File: src/rtl/apb_arb_pkg.sv
// Shared types and default address window for the APB requester arbiter.
package apb_arb_pkg;

  typedef enum logic [2:0] {
    IDLE,
    ISSUE,
    SETUP,
    ACCESS,
    DONE,
    ERR
  } arb_state_e;

  localparam logic [31:0] DEF_WIN_BASE  = 32'h1000_0000;
  localparam logic [31:0] DEF_WIN_LIMIT = 32'h1000_4FFF;

endpackage

File: src/rtl/apb_rr_pick.sv
// Combinational round-robin picker: first set request bit after lastGrant, wrapping.
module apb_rr_pick #(
  parameter int NUM_REQ = 2,
  parameter int IDX_W   = 1
) (
  input  logic [NUM_REQ-1:0] req_i,
  input  logic [IDX_W-1:0]   last_grant_i,
  output logic [IDX_W-1:0]   grant_o,
  output logic               any_valid_o
);

  // Scan from the farthest candidate down to the nearest so the nearest set bit wins.
  always_comb begin
    int cand;
    logic [IDX_W-1:0] candIdx;
    grant_o     = '0;
    any_valid_o = 1'b0;
    cand        = 0;
    candIdx     = '0;
    for (int k = NUM_REQ; k >= 1; k--) begin
      cand = int'(last_grant_i) + k;
      if (cand >= NUM_REQ) begin
        cand = cand - NUM_REQ;
      end
      candIdx = cand[IDX_W-1:0];
      if (req_i[candIdx]) begin
        grant_o     = candIdx;
        any_valid_o = 1'b1;
      end
    end
  end

endmodule

File: src/rtl/apb_req_arbiter.sv
// Round-robin arbiter sharing one APB master transfer port among NUM_REQ requesters,
// holding each grant until the transfer completes and rejecting out-of-window addresses locally.
module apb_req_arbiter
  import apb_arb_pkg::*;
#(
  parameter int                NUM_REQ   = 2,
  parameter int                ADDR_W    = 32,
  parameter int                DATA_W    = 32,
  parameter logic [ADDR_W-1:0] WIN_BASE  = ADDR_W'(DEF_WIN_BASE),
  parameter logic [ADDR_W-1:0] WIN_LIMIT = ADDR_W'(DEF_WIN_LIMIT)
) (
  input  logic                       PCLK,
  input  logic                       PRESET,
  input  logic [NUM_REQ-1:0]         req_valid,
  input  logic [NUM_REQ-1:0]         req_write,
  input  logic [NUM_REQ*ADDR_W-1:0]  req_addr,
  input  logic [NUM_REQ*DATA_W-1:0]  req_wdata,
  output logic [NUM_REQ-1:0]         req_ready,
  output logic [DATA_W-1:0]          req_rdata,
  output logic                       req_err,
  output logic [$clog2(NUM_REQ)-1:0] grant_id,
  output logic                       busy,
  output logic                       m_transfer,
  output logic                       m_write,
  output logic [ADDR_W-1:0]          m_addr,
  output logic [DATA_W-1:0]          m_wdata,
  input  logic                       m_ready,
  input  logic [DATA_W-1:0]          m_rdata
);

  localparam int IDX_W = $clog2(NUM_REQ);

  arb_state_e        state_q, state_d;
  logic [IDX_W-1:0]  grant_q;
  logic [IDX_W-1:0]  lastGrant_q;
  logic              write_q;
  logic [ADDR_W-1:0] addr_q;
  logic [DATA_W-1:0] wdata_q;
  logic [DATA_W-1:0] rdata_q;
  logic              errPhase_q;

  logic [IDX_W-1:0]  pickIdx;
  logic              anyValid;
  logic [ADDR_W-1:0] pickAddr;
  logic [DATA_W-1:0] pickWdata;
  logic              inWindow;

  apb_rr_pick #(
    .NUM_REQ (NUM_REQ),
    .IDX_W   (IDX_W)
  ) u_pick (
    .req_i        (req_valid),
    .last_grant_i (lastGrant_q),
    .grant_o      (pickIdx),
    .any_valid_o  (anyValid)
  );

  assign pickAddr  = req_addr[pickIdx*ADDR_W +: ADDR_W];
  assign pickWdata = req_wdata[pickIdx*DATA_W +: DATA_W];
  assign inWindow  = (pickAddr >= WIN_BASE) && (pickAddr <= WIN_LIMIT);

  // State register; ERR spends one silent cycle before responding so errors complete at a fixed cycle 2.
  always_ff @(posedge PCLK or posedge PRESET) begin
    if (PRESET) begin
      state_q    <= IDLE;
      errPhase_q <= 1'b0;
    end else begin
      state_q    <= state_d;
      errPhase_q <= (state_q == ERR) && !errPhase_q;
    end
  end

  always_comb begin
    state_d = state_q;
    case (state_q)
      IDLE:    if (anyValid) state_d = inWindow ? ISSUE : ERR;
      ISSUE:   state_d = SETUP;
      SETUP:   state_d = ACCESS;
      ACCESS:  if (m_ready) state_d = DONE;
      DONE:    state_d = IDLE;
      ERR:     if (errPhase_q) state_d = IDLE;
      default: state_d = IDLE;
    endcase
  end

  // Requester fields are latched once at grant; the live inputs are never looked at again.
  always_ff @(posedge PCLK or posedge PRESET) begin
    if (PRESET) begin
      grant_q     <= '0;
      lastGrant_q <= IDX_W'(NUM_REQ - 1);
      write_q     <= 1'b0;
      addr_q      <= '0;
      wdata_q     <= '0;
      rdata_q     <= '0;
    end else begin
      if (state_q == IDLE && anyValid) begin
        grant_q <= pickIdx;
        write_q <= req_write[pickIdx];
        addr_q  <= pickAddr;
        wdata_q <= pickWdata;
      end
      if (state_q == ACCESS && m_ready) begin
        rdata_q <= m_rdata;
      end
      if (state_q == DONE || (state_q == ERR && errPhase_q)) begin
        lastGrant_q <= grant_q;
      end
    end
  end

  always_comb begin
    req_ready  = '0;
    req_rdata  = '0;
    req_err    = 1'b0;
    grant_id   = grant_q;
    busy       = (state_q != IDLE);
    m_transfer = 1'b0;
    m_write    = 1'b0;
    m_addr     = '0;
    m_wdata    = '0;
    case (state_q)
      ISSUE: begin
        m_transfer = 1'b1;
        m_write    = write_q;
        m_addr     = addr_q;
        m_wdata    = wdata_q;
      end
      SETUP, ACCESS: begin
        m_write = write_q;
        m_addr  = addr_q;
        m_wdata = wdata_q;
      end
      DONE: begin
        m_write            = write_q;
        m_addr             = addr_q;
        m_wdata            = wdata_q;
        req_ready[grant_q] = 1'b1;
        req_rdata          = rdata_q;
      end
      ERR: begin
        if (errPhase_q) begin
          req_ready[grant_q] = 1'b1;
          req_err            = 1'b1;
        end
      end
      default: begin
      end
    endcase
  end

endmodule

File: config.mk
export PLATFORM = sky130hd
export DESIGN_NAME = apb_req_arbiter
export DESIGN_NICKNAME = d
export VERILOG_FILES = /design/src/rtl/apb_arb_pkg.sv /design/src/rtl/apb_rr_pick.sv /design/src/rtl/apb_req_arbiter.sv
export SDC_FILE = /design/constraint.sdc
export NUM_CORES = 1
export LEC_CHECK = 0
export ABC_CLOCK_PERIOD_IN_PS = 3200
export BUFFER_PORTS_ARGS = -buffer_cell sky130_fd_sc_hd__buf_4
export CAP_MARGIN = 20
export CORE_MARGIN = 3
export CORE_UTILIZATION = 42
export DETAILED_ROUTE_END_ITERATION = 10
export GPL_TIMING_DRIVEN = 1
export HOLD_SLACK_MARGIN = 0.1
export PLACE_DENSITY = 0.77
export SLEW_MARGIN = 40
export SYNTH_ARGS = -nofsm -noshare
export SYNTH_HDL_FRONTEND = slang
export SYNTH_SLANG_ARGS = --single-unit
export TNS_END_PERCENT = 100
File: constraint.sdc
create_clock -name PCLK -period 3.2 [get_ports PCLK]
set_input_delay 0.32 -clock PCLK [delete_from_list [all_inputs] [get_ports PCLK]]
set_output_delay 0.32 -clock PCLK [all_outputs]
set_load 0.01 [all_outputs]
[Word-level counts from Yosys, hierarchy flattened]
Cells that the tools add are included.
Word-level totals
  register bits: 103
  latch bits: 0
  memory bits (writable): 0
  memory bits (read-only): 0
  bits of input ports: 167
  output and inout bits: 103
  logic and storage cells: 71
  memories kept: 0
Operators by class
  add/sub/neg operators: 4
  multiply operators: 0
  divide/modulo/power cells: 0
  order comparisons: 9
  equal/unequal tests: 8
  shifts and indexed selects: 2
  mux-type cells: 28
  bitwise logic cells: 0
  reduce and logical (&&, ||, !) cells: 12
Operator list (number)
  64-bit by 7-bit indexed part select with 32-bit output: 2
  32-bit 2-to-1 mux: 3
  32-bit by 29-bit >= comparator with 1-bit output, second input constant: 1
  32-bit by 29-bit <= comparator with 1-bit output, second input constant: 1
  1-bit 2-to-1 mux: 17
  3-bit case mux with 5 select lines: 1
  3-bit 2-to-1 mux: 4
  1-bit by 2-bit less-than comparator with 1-bit output, second input constant: 4
  3-bit by 2-bit equality test with 1-bit output, second input constant: 2
  3-bit equality test, second input constant: 2
  1-bit logical AND: 6
  2-bit inequality test, second input constant: 3
  2-bit case mux with 2 select lines: 1
  4-bit OR reduction: 1
  1-bit by 2-bit adder with 3-bit output, second input constant: 1
  3-bit by 1-bit equality test with 1-bit output, second input constant: 1
  3-bit by 2-bit >= comparator with 1-bit output, second input constant: 1
  3-bit zero test: 1
  3-bit AND reduction: 1
  3-bit nonzero test: 1
  1-bit by 1-bit adder with 2-bit output, second input constant: 1
  2-bit >= comparator, second input constant: 1
  2-bit 2-to-1 mux: 1
  1-bit subtractor, second input constant: 2
  other kinds (4): 4

[Longest topological paths before layout]
Gate-level depths: netlist (run 1).
  depth in word-level cells: 13
  gate-level depth with buffers: 7

[Modules after synthesis]
From an unflattened synthesis (run 1), not the netlist that was laid out.
Second synthesis, totals
  cells, all modules: 519
  area total of the unflattened synthesis: 5585.4 µm²
Modules (own cells, without submodules)
  apb_req_arbiter: times used 1, cells an instance 517, area an instance 5571.6 µm²
  apb_rr_pick: times used 1, cells an instance 2, area an instance 13.8 µm²

[Worst setup path after synthesis (run 1)]
No wires, ideal clock.
  path type: register -> output
  start point: register state_q[1]
  end point: output m_addr[0]
  data arrival time: 1.497 ns
  required time: 2.880 ns
  path slack: 1.383 ns
  stages on the path, launching flop included: 7
  cells stage by stage: dfrtp_1 > buf_2 > nor2_2 > xnor2_1 > clkbuf_1 > clkbuf_1 > and2_1
Between the ends
  word-level cells in the longest chain between the ends: 3
  elaborated cells on any way between the ends: 6
  classes of those cells: eq/ne (4); mux (1); reduce/logical (1)
RTL lines
  start: declaration: line apb_req_arbiter.sv:33  | arb_state_e state_q, state_d;
  start signal: assignment: line apb_req_arbiter.sv:68  | state_q <= state_d;
  3-bit by 2-bit equality test with 1-bit output, or another cell as far along: line apb_req_arbiter.sv:121  | case (state_q)
  4-bit OR reduction (no line) *
  32-bit 2-to-1 mux *: line apb_req_arbiter.sv:121
  end: declaration: line apb_req_arbiter.sv:25  | output logic [ADDR_W-1:0] m_addr,
Mark *: on every way between the ends. The rest lies on a longest branch, timed or not.

[Worst setup path after layout (run 1)]
  start point: register state_q[1]
  end point: output m_addr[16]
The elaborated chain is that of the path after synthesis.

==> out/qor.txt, run 1 <==
synth unique cells -> 34
DRC violations left -> 0
fraction of registers with async set or reset after synthesis -> 1.00
Syn. warnings -> 0
CTS H-tree depth -> 3
CP max FO -> 65
PD cells -> 981 nW/um^2
Post-CTS Setup Bufs -> 0
final WL -> 15000 um
Port-buffer cells -> 269
clock tree sinks -> 103
worst min path class -> input port to register
Final #Nets -> 935
area delta synth->final -> 44.8%
Yosys top cell area share -> 0.474
Buffers & Inverters on Critical Path -> 3
slowest cell on the critical path -> dfrtp_1
maximum clock rate -> 394 MHz
CP peak stage delay -> 470 ps
CTS tree -> done
Core Footprint -> 12300 um^2
FF+latch count, synth -> 103
hold path startpoint -> m_rdata[3]
Worst R2R Setup Slack -> 1220 ps
Lkg Pwr -> 3.85 nW
Ports -> 270
worst reg2reg path depth -> 5
gr usage total -> 0.208
Synth area leaders -> dfrtp_1 (47%), mux2i_1 (12%), and2_1 (7.7%), mux2_2 (6.7%), nor2_1 (5.0%)
Final min period -> 2540 ps
via count -> 4701
CP Class -> register to primary output
critical path launch point type -> register
area of the mapped netlist -> 5390 um^2
final setup fails -> 0
initial antenna violation count -> 0
layout cells sized above 1 -> 0.453
Final Hold Vio Count -> 0
largest net degree at the start of global routing -> 73
vias in the first global route -> 4845
RR Endpoint -> addr_q[10]
vias per std cell -> 5.00
CTS root buf -> clkbuf_16
CP top delay family -> buffers and inverters
most frequent cell after synthesis -> dfrtp_1
n_diodes -> 0
most frequent CP cell -> buf_4
clock-pin transition on the worst setup and hold timing paths -> 70 ps
Clock Latency Late Sink -> 340 ps
Max-Slew Margin vs Limit -> 0.522
Iter 0 DRT Violations -> 169
row cnt -> 40
worst reg2reg startpoint -> state_q[0]
Placed Cells -> 924
Post-Syn Area per Cell -> 10.3 um^2
Die Y-Extent -> 119 um
Initial Utilization -> 0.439
width of the die -> 119 um
Post-Layout Cell Count -> 941
post_cts resized -> 0
sequential area share after synthesis -> 0.479
hold slack -> 211 ps
setup tns final -> 0 ps
global-route wire length before repair -> 24000 um
Slew @ Worst Pin -> 717 ps
Yosys top cell by area -> dfrtp_1
clock skew -> 5.80 ps
post-detail-place hpwl -> 11300 um
Worst Hold Depth -> 2
CTS Buf Count -> 9
total power -> 7.65 mW
fin. max-slew vios -> 0
CTS max path bufs -> 2
Max Cap Violations -> 0
RSZ-0062 raised after global routing -> no
hold path endpoint -> rdata_q[3]
EDFF count, synth -> 0
Syn Nets -> 689
outcome -> finished clean
routability cong. -> 0.783
First-pass DRT Iterations -> 4
worst path cell trace -> nor2_2, buf_4, xnor2_2, buf_4, and2_1, buf_4
Synth Flop Type -> dfrtp_1
Syn Inst Count -> 522
critical path arrival -> 2220 ps
nature of the critical path endpoint -> primary output
CP required -> 2880 ps
Tcrit/Tclk final -> 0.793
total congestion overflow -> 0
Final ANT Viol Nets -> 0
commonest cells in the netlist -> dfrtp_1 (102), nor2_1 (72), and2_1 (66), mux2i_1 (65), a21oi_1 (47)
WL per Instance -> 15.9 um
Worst VDD drop -> 0.601 mV
die area -> 14200 um^2
==> worst reg2reg max path: stages (launching register included) <==
cell	delay [ps]
dfrtp_1	490
or3_4	450
nor2_4	120
buf_4	550
nor2_1	180
a21oi_2	130
==> cells by family (layout without fill, tap and decap cells) <==
family	Yosys count	count (layout)	synth area share
AOI/OAI and AO/OA	80	80	0.0920
xor gates and xnor gates	1	1	0.00163
buffers and inverters	45	296	0.0448
DFF	103	103	0.479
muxes	97	97	0.188
and+or+nand+nor	196	196	0.195
==> placed cells by master (no fill, tap or decap), types with 2 or more instances in the layout <==
| master | synthesis | layout |
|---|---|---|
| buf_4 | 5 | 275 |
| dfrtp_1 | 102 | 102 |
| nor2_1 | 72 | 72 |
| and2_1 | 66 | 66 |
| mux2i_1 | 65 | 65 |
| a21oi_1 | 47 | 47 |
| and3_1 | 34 | 34 |
| mux2_2 | 32 | 32 |
| a21oi_2 | 20 | 20 |
| clkbuf_16 | 0 | 9 |
| o21ai_0 | 5 | 5 |
| nor3_1 | 4 | 4 |
| nor4_1 | 4 | 4 |
| nand2_1 | 3 | 3 |
| o22ai_1 | 2 | 2 |
| nand2b_1 | 2 | 2 |
| o21a_1 | 2 | 2 |
| nor4b_1 | 2 | 2 |
| nand4_1 | 2 | 2 |
| nand3b_1 | 2 | 2 |
| clkinv_4 | 0 | 2 |
| clkbuf_1 | 15 | 2 |
| buf_12 | 0 | 2 |
==> sequential cells by signal (all words and copies together), names as in the netlist <==
| signal | count |
|---|---|
| addr_q | 32 |
| rdata_q | 32 |
| wdata_q | 32 |
| state_q | 3 |
| errPhase_q | 1 |
| grant_id | 1 |
| lastGrant_q | 1 |
| write_q | 1 |
==> stage by stage <==
stage	instance area [um^2]	utilization	worst slack [ps]
2_1_floorplan	5390	-	178
3_3_place_gp	7490	0.611	1060
3_5_place_dp	7490	0.611	1020
4_1_cts	7800	0.636	643
5_1_grt	7800	0.636	493
6_report	7800	0.636	664
==> power breakdown <==
part / switching [mW] / internal, mW / total [mW]
logic: 2.05 / 2.18 / 4.23
registers: 0.361 / 1.96 / 2.32
clock network: 0.468 / 0.631 / 1.10
==> how the worst max path moves through the flow <==
stage / slack, ps / startpoint / endpoint / depth (start not counted)
2_1_floorplan: 180 / PRESET / addr_q[0] / 1
3_3_place_gp: 1060 / state_q[1] / m_addr[16] / 6
3_5_place_dp: 1020 / state_q[1] / m_addr[16] / 6
4_1_cts: 640 / state_q[1] / m_addr[16] / 6
5_1_grt: 490 / state_q[0] / m_wdata[29] / 6
6_report: 660 / state_q[1] / m_addr[16] / 6
==> what timing repair did <==
action	in CTS	in global routing
hold endpoints to repair	47	0
hold buffers	1	0
endpoints found under the setup margin	0	0
==> layer usage <==
layer / vias to the layer above / GRT usage / share of wire
li1: 2285 / - / -
met3: 16 / 0.0883 / 0.11
met4: 0 / 0.0587 / 0.015
met1: 2186 / 0.243 / 0.38
met2: 214 / 0.350 / 0.49
met5: - / 0 / 0
==> final cells by class <==
class | count | area (um^2)
clock buffer | 12 | 246
clock inverter | 4 | 55.1
fill | 1028 | 4460
inverter | 2 | 10.0
multi-input combinational | 374 | 2580
sequential | 103 | 2580
tap | 168 | 210
timing repair buffer | 278 | 2110
(Power assumes the default switching activity.)
==> run 2, diff against run 1 <==
ABC_AREA = 1   (was unset)
ABC_CLOCK_PERIOD_IN_PS = 2400   (was 3200)
CORE_UTILIZATION = 47   (was 42)
PLACE_DENSITY = 0.81   (was 0.77)
clock period = 2.4 ns   (was 3.2 ns; I/O delays follow)
==> run 2 against run 1 <==
Compared with the run above:
- register-to-register slack worse by 790 ps
- power up 32%
- critical path depth fell by 1
- global-route usage rose by 4.4 points
- hold slack got worse by 55 ps
- critical endpoint is now m_addr[11]
==> out/qor.txt, run 2 <==
First-pass DRT Iterations -> 6 (+2)
Final min period -> 2250 ps
total congestion overflow -> 0 (unchanged)
Post-Syn Area per Cell -> 7.11 um^2 (-31%)
Synth area leaders -> dfrtp_1 (46%), nor2_1 (13%), inv_1 (8.5%), nand2_1 (8.4%), nand3_1 (5.4%)
vias per std cell -> 4.90 (-1.9%)
most frequent cells in the layout -> buf_4 (284), nor2_1 (193), inv_1 (125)
CTS max path bufs -> 2 (unchanged)
Die Y-Extent -> 115 um (-3.5%)
area of the mapped netlist -> 5590 um^2 (+3.7%)
Clock Latency Late Sink -> 340 ps (about the same)
row cnt -> 39 (-2.5%)
PD cells -> 1260 nW/um^2 (+28%)
Ports -> 270 (unchanged)
CTS tree -> done
most frequent cell after synthesis -> nor2_1
worst min path class -> input port to register
FF+latch count, synth -> 103 (unchanged)
nature of the critical path endpoint -> primary output
post-detail-place hpwl -> 12700 um (+12%)
die area -> 13200 um^2 (-7.0%)
Synth Flop Type -> dfrtp_1
outcome -> finished clean
most frequent CP cell -> nor2_1
width of the die -> 115 um (-3.5%)
Tcrit/Tclk final -> 0.939
CTS Buf Count -> 9 (unchanged)
n_diodes -> 0 (unchanged)
fraction of registers with async set or reset after synthesis -> 1.00 (unchanged)
Initial Utilization -> 0.485 (+0.0458)
EDFF count, synth -> 0 (unchanged)
clock tree sinks -> 103 (unchanged)
CP max FO -> 15 (-77%)
slowest cell on the critical path -> nor2_2
clock-pin transition on the worst setup and hold timing paths -> 70 ps (about the same)
gr usage total -> 0.252 (+0.0441)
routability cong. -> 0.843 (+7.7%)
most common cell after layout, fill and taps aside -> buf_4
fin area -> 8020 um^2 (+2.8%)
Max-Slew Margin vs Limit -> 0.480 (-0.0427)
Worst VDD drop -> 0.701 mV (+17%)
Yosys top cell area share -> 0.457 (-0.0170)
Final Hold Vio Count -> 0 (unchanged)
Top Registers -> addr_q x32, rdata_q x32, wdata_q x32
Final #Nets -> 1201 (+28%)
CP required -> 2160 ps (-720 ps)
sequential area share after synthesis -> 0.462 (-0.0172)
worst path cell trace -> nor2_1, nor2_1, nor2_2, nor2_1, buf_4
setup tns final -> 0 ps (unchanged)
Post-DP Area -> 7650 um^2 (+2.1%)
vias in the first global route -> 5473 (+13%)
final WL -> 17200 um (+15%)
fin. max-slew vios -> 0 (unchanged)
Lkg Pwr -> 4.50 nW (+17%)
final setup fails -> 0 (unchanged)
clock skew -> 5.58 ps (-0.218 ps)
commonest cells in the netlist -> nor2_1 (195), inv_1 (127), nand2_1 (125), dfrtp_1 (102), nand3_1 (60)
synth unique cells -> 28 (-18%)
Max Cap Violations -> 0 (unchanged)
Buffers & Inverters on Critical Path -> 1 (-2)
Syn Nets -> 953 (+38%)
Syn Inst Count -> 786 (+51%)
Final ANT Viol Nets -> 0 (unchanged)
critical path launch point type -> register
initial antenna violation count -> 0 (unchanged)
CTS H-tree depth -> 3 (unchanged)
WL per Instance -> 14.5 um (-8.7%)
critical path arrival -> 2010 ps (-210 ps)
DRC violations left -> 0 (unchanged)
via count -> 5794 (+23%)
CTS root buf -> clkbuf_16
Iter 0 DRT Violations -> 438 (+160%)
RSZ-0062 raised after global routing -> no
Slew @ Worst Pin -> 780 ps (+63.2 ps)
largest net degree at the start of global routing -> 117 (+60%)
layout cells sized above 1 -> 0.311 (-0.142)
Port-buffer cells -> 269 (unchanged)
CP peak stage delay -> 620 ps (+150 ps)
CP Class -> register to primary output
total power -> 10.1 mW (+32%)
area delta synth->final -> 43.6%
Yosys top cell by area -> dfrtp_1
global-route wire length before repair -> 26600 um (+11%)
Worst R2R Setup Slack -> 430 ps (-790 ps)
Syn. warnings -> 0 (unchanged)
CP top delay family -> simple AND/OR/NAND/NOR gates
Core Footprint -> 11500 um^2 (-6.1%)
maximum clock rate -> 444 MHz
[run 2: stage by stage]
step	worst slack (ps)	std cells	hold slack, ps	utilization
after floorplan	795	786	395	-
after detailed placement	320	1161	381	0.664
final	147	1182	156	0.696
after CTS	110	1179	149	0.694
after global routing	24.5	1182	154	0.696
after global placement	375	1161	380	0.664
[run 2: final cells by class]
class	count	area (um^2)
inverter	128	484
fill	986	3500
tap	143	179
multi-input combinational	505	2260
clock inverter	6	92.6
clock buffer	10	239
sequential	103	2580
timing repair buffer	287	2180
[run 2: cell families after synthesis]
kind of cell,synth area share
flops,0.462
compound gates,0.106
simple gates,0.295
buf+inv,0.137
[run 2: layer usage]
layer | global-route usage | share of wire | up-vias
met3 | 0.0605 | 0.088 | 35
li1 | - | - | 2912
met2 | 0.407 | 0.47 | 254
met1 | 0.330 | 0.41 | 2593
met4 | 0.0962 | 0.028 | 0
met5 | 0 | 0 | -
[run 2: worst reg2reg max path: cells and delay by family, from the launching register on]
family,cells,cell delay [ps]
simple gates,11,1260
compound gates,1,110
flops,1,540
[run 2: power by group]
group | switching [mW] | internal [mW]
combinational | 3.17 | 2.36
clock | 0.645 | 0.948
sequential | 0.363 | 2.58
[run 2: final timing paths]
path	cells past startpoint	endpoint	startpoint
max	5	m_addr[11]	state_q[1]
min	3	rdata_q[9]	m_rdata[9]
max reg2reg	12	state_q[2]	lastGrant_q
min reg2reg	1	errPhase_q	errPhase_q
max in group asynchronous	4	lastGrant_q	PRESET
min in group asynchronous	3	rdata_q[30]	PRESET
[run 2: repair_timing]
| action | 4_1_cts | 5_1_grt |
|---|---|---|
| pin swaps | 1 | 1 |
| cloned | 1 | 0 |
| endpoints found under the hold margin | 29 | 0 |
| endpoints found under the setup margin | 38 | 5 |
| setup buffers | 0 | 3 |
| gates resized for setup | 1 | 0 |
| hold buffers | 1 | 0 |
==> run 3, diff against run 2 <==
GPL_TIMING_DRIVEN = 0   (was 1)
==> run 3 against run 2 <==
Compared with the run above:
- critical path depth rose by 3
- final area rose by 3.3%
- cell count rose by 3.2%
- clock power rose by 9%
- global-route usage rose by 2.4 points
- non-clock buffer count rose by 39
- sequential cell count did not move
- clock skew rose by 5.9 ps
- combinational power rose by 3%
- sequential power barely moved
- core utilization rose by 2.3 points
==> out/qor.txt, run 3 (synthesis results as in run 2) <==
fin. max-slew vios -> 0 (unchanged)
clock-pin transition on the worst setup and hold timing paths -> 70 ps (about the same)
setup tns final -> 0 ps (unchanged)
post-layout util -> 0.720 (+0.0233)
CTS max path bufs -> 2 (unchanged)
most common cell after layout, fill and taps aside -> buf_4
clock network power share -> 0.167 (+0.009)
maximum clock rate -> 444 MHz (about the same)
die area -> 13200 um^2 (unchanged)
CTS tree -> done
Reg power frac -> 0.283 (-0.010)
Iter 0 DRT Violations -> 276 (-37%)
internal power -> 6.07 mW (+2.9%)
worst reg2reg startpoint -> lastGrant_q
Max-Slew Margin vs Limit -> 0.626 (+0.146)
total congestion overflow -> 0 (unchanged)
Max Cap Violations -> 0 (unchanged)
Tcrit/Tclk final -> 0.938 (about the same)
Port-buffer cells -> 269 (unchanged)
Worst VDD drop -> 0.765 mV (+9.1%)
area delta synth->final -> 48.4%
Switch Pwr -> 4.30 mW (+2.8%)
nature of the critical path endpoint -> primary output
final WL -> 18600 um (+8.4%)
PD cells -> 1250 nW/um^2 (-0.44%)
WL per Instance -> 15.3 um (+5.0%)
most frequent cells in the layout -> buf_4 (274), nor2_1 (194), inv_1 (126)
Slew @ Worst Pin -> 562 ps (-218 ps)
largest net degree at the start of global routing -> 25 (-79%)
Top Registers -> addr_q x32, rdata_q x32, wdata_q x32
DRC violations left -> 0 (unchanged)
gr usage total -> 0.276 (+0.0238)
critical path launch point type -> register
via count -> 6012 (+3.8%)
hold path startpoint -> m_rdata[24]
Lkg Pwr -> 4.67 nW (+3.7%)
Core Footprint -> 11500 um^2 (unchanged)
First-pass DRT Iterations -> 4 (-2)
Final #Nets -> 1239 (+3.2%)
post-detail-place hpwl -> 14700 um (+16%)
Switching Share -> 0.415 (about the same)
clock tree sinks -> 103 (unchanged)
total power -> 10.4 mW (+2.9%)
CP required -> 2160 ps (about the same)
vias in the first global route -> 5797 (+5.9%)
global-route wire length before repair -> 28600 um (+7.7%)
CTS Buf Count -> 9 (unchanged)
CP Class -> register to primary output
Final min period -> 2250 ps (-0.874 ps)
outcome -> finished clean
Post-CTS Setup Bufs -> 0 (unchanged)
routability cong. -> 0.869 (+3.1%)
RSZ-0062 raised after global routing -> no
layout cells sized above 1 -> 0.318 (+0.00760)
row cnt -> 39 (unchanged)
Critical Path Start -> state_q[1]
critical path arrival -> 2010 ps (about the same)
width of the die -> 115 um (unchanged)
fin area -> 8290 um^2 (+3.3%)
Final ANT Viol Nets -> 0 (unchanged)
clock skew -> 11.5 ps (+5.93 ps)
Initial Utilization -> 0.485 (unchanged)
CTS root buf -> clkbuf_16
initial antenna violation count -> 0 (unchanged)
Die Y-Extent -> 115 um (unchanged)
Clock Latency Late Sink -> 350 ps (about the same)
n_diodes -> 0 (unchanged)
CP max FO -> 10 (-5)
Post-DP Area -> 7910 um^2 (+3.5%)
final setup fails -> 0 (unchanged)
Ports -> 270 (unchanged)
worst min path class -> input port to register
vias per std cell -> 4.93 (+0.53%)
CTS H-tree depth -> 3 (unchanged)
Comb pwr share -> 0.549 (about the same)
Final Hold Vio Count -> 0 (unchanged)
==> run 3: cell count changes in the layout (fill, tap and decap cells not counted), sizes merged <==
cell / delta
clkinv: +1
clkbuf: +18
clkinvlp: -2
nor2: -1
bufinv: +1
buf: +21
==> run 3: path summary, 6_finish.rpt <==
check | endpoint | slack [ps] | depth (start not counted)
worst min register to register | errPhase_q | 460 | 1
worst max register to register | wdata_q[5] | 520 | 7
worst min-delay path | rdata_q[24] | 130 | 3
worst max-delay path | m_addr[9] | 150 | 8
max in group asynchronous | wdata_q[27] | 1180 | 6
min in group asynchronous | rdata_q[30] | 450 | 3
==> run 3: layer usage <==
metal | GRT usage | vias to the layer above | part of all wire
met5 | 0 | - | 0
met4 | 0.103 | 0 | 0.027
li1 | - | 2996 | -
met1 | 0.331 | 2746 | 0.40
met2 | 0.479 | 237 | 0.49
met3 | 0.0695 | 33 | 0.089
==> run 3: cell type report <==
cell class                      instances  area, um^2
Fill cell                             993        3230
Sequential cell                       103        2580
Multi-Input combinational cell        504        2240
Timing Repair Buffer                  275        2150
Inverter                              128         484
Buffer                                 51         293
Clock buffer                           10         239
Tap cell                              143         179
Clock inverter                          6         116
==> run 3: timing repair <==
| action | in CTS | in global routing |
|---|---|---|
| endpoints found under the setup margin | 3 | 30 |
| gates resized for setup | 3 | 3 |
| hold endpoints to repair | 12 | 0 |
| hold buffers | 1 | 0 |
| gates cloned | 0 | 0 |
| pin swaps | 0 | 0 |
==> run 3: through the flow <==
step / worst slack, ps / hold WS (ps) / instances
global route: 9.75 / 141 / 1220
finish: 148 / 135 / 1220
CTS: 41.6 / 132 / 1220
floorplan: 795 / 395 / 786
detailed placement: 352 / 262 / 1203
global placement: 213 / 441 / 1198
==> run 3: critical path: stages (launching register included) <==
cell and delay [ps]:
dfrtp_1 430, nor2_1 160, inv_1 70, nor2_1 170, nor2_1 80, buf_2 210, buf_2 220, nor2_1 180
buf_4 150
==> run 3: power by group through the flow <==
stage	combinational, mW	clock (mW)	sequential [mW]
after floorplan	3.13	0	2.88
after global placement	5.57	0	2.92
after detailed placement	5.68	0	2.96
after CTS	5.73	1.74	2.93
after global routing	6.31	1.82	3.03
final	5.70	1.74	2.93
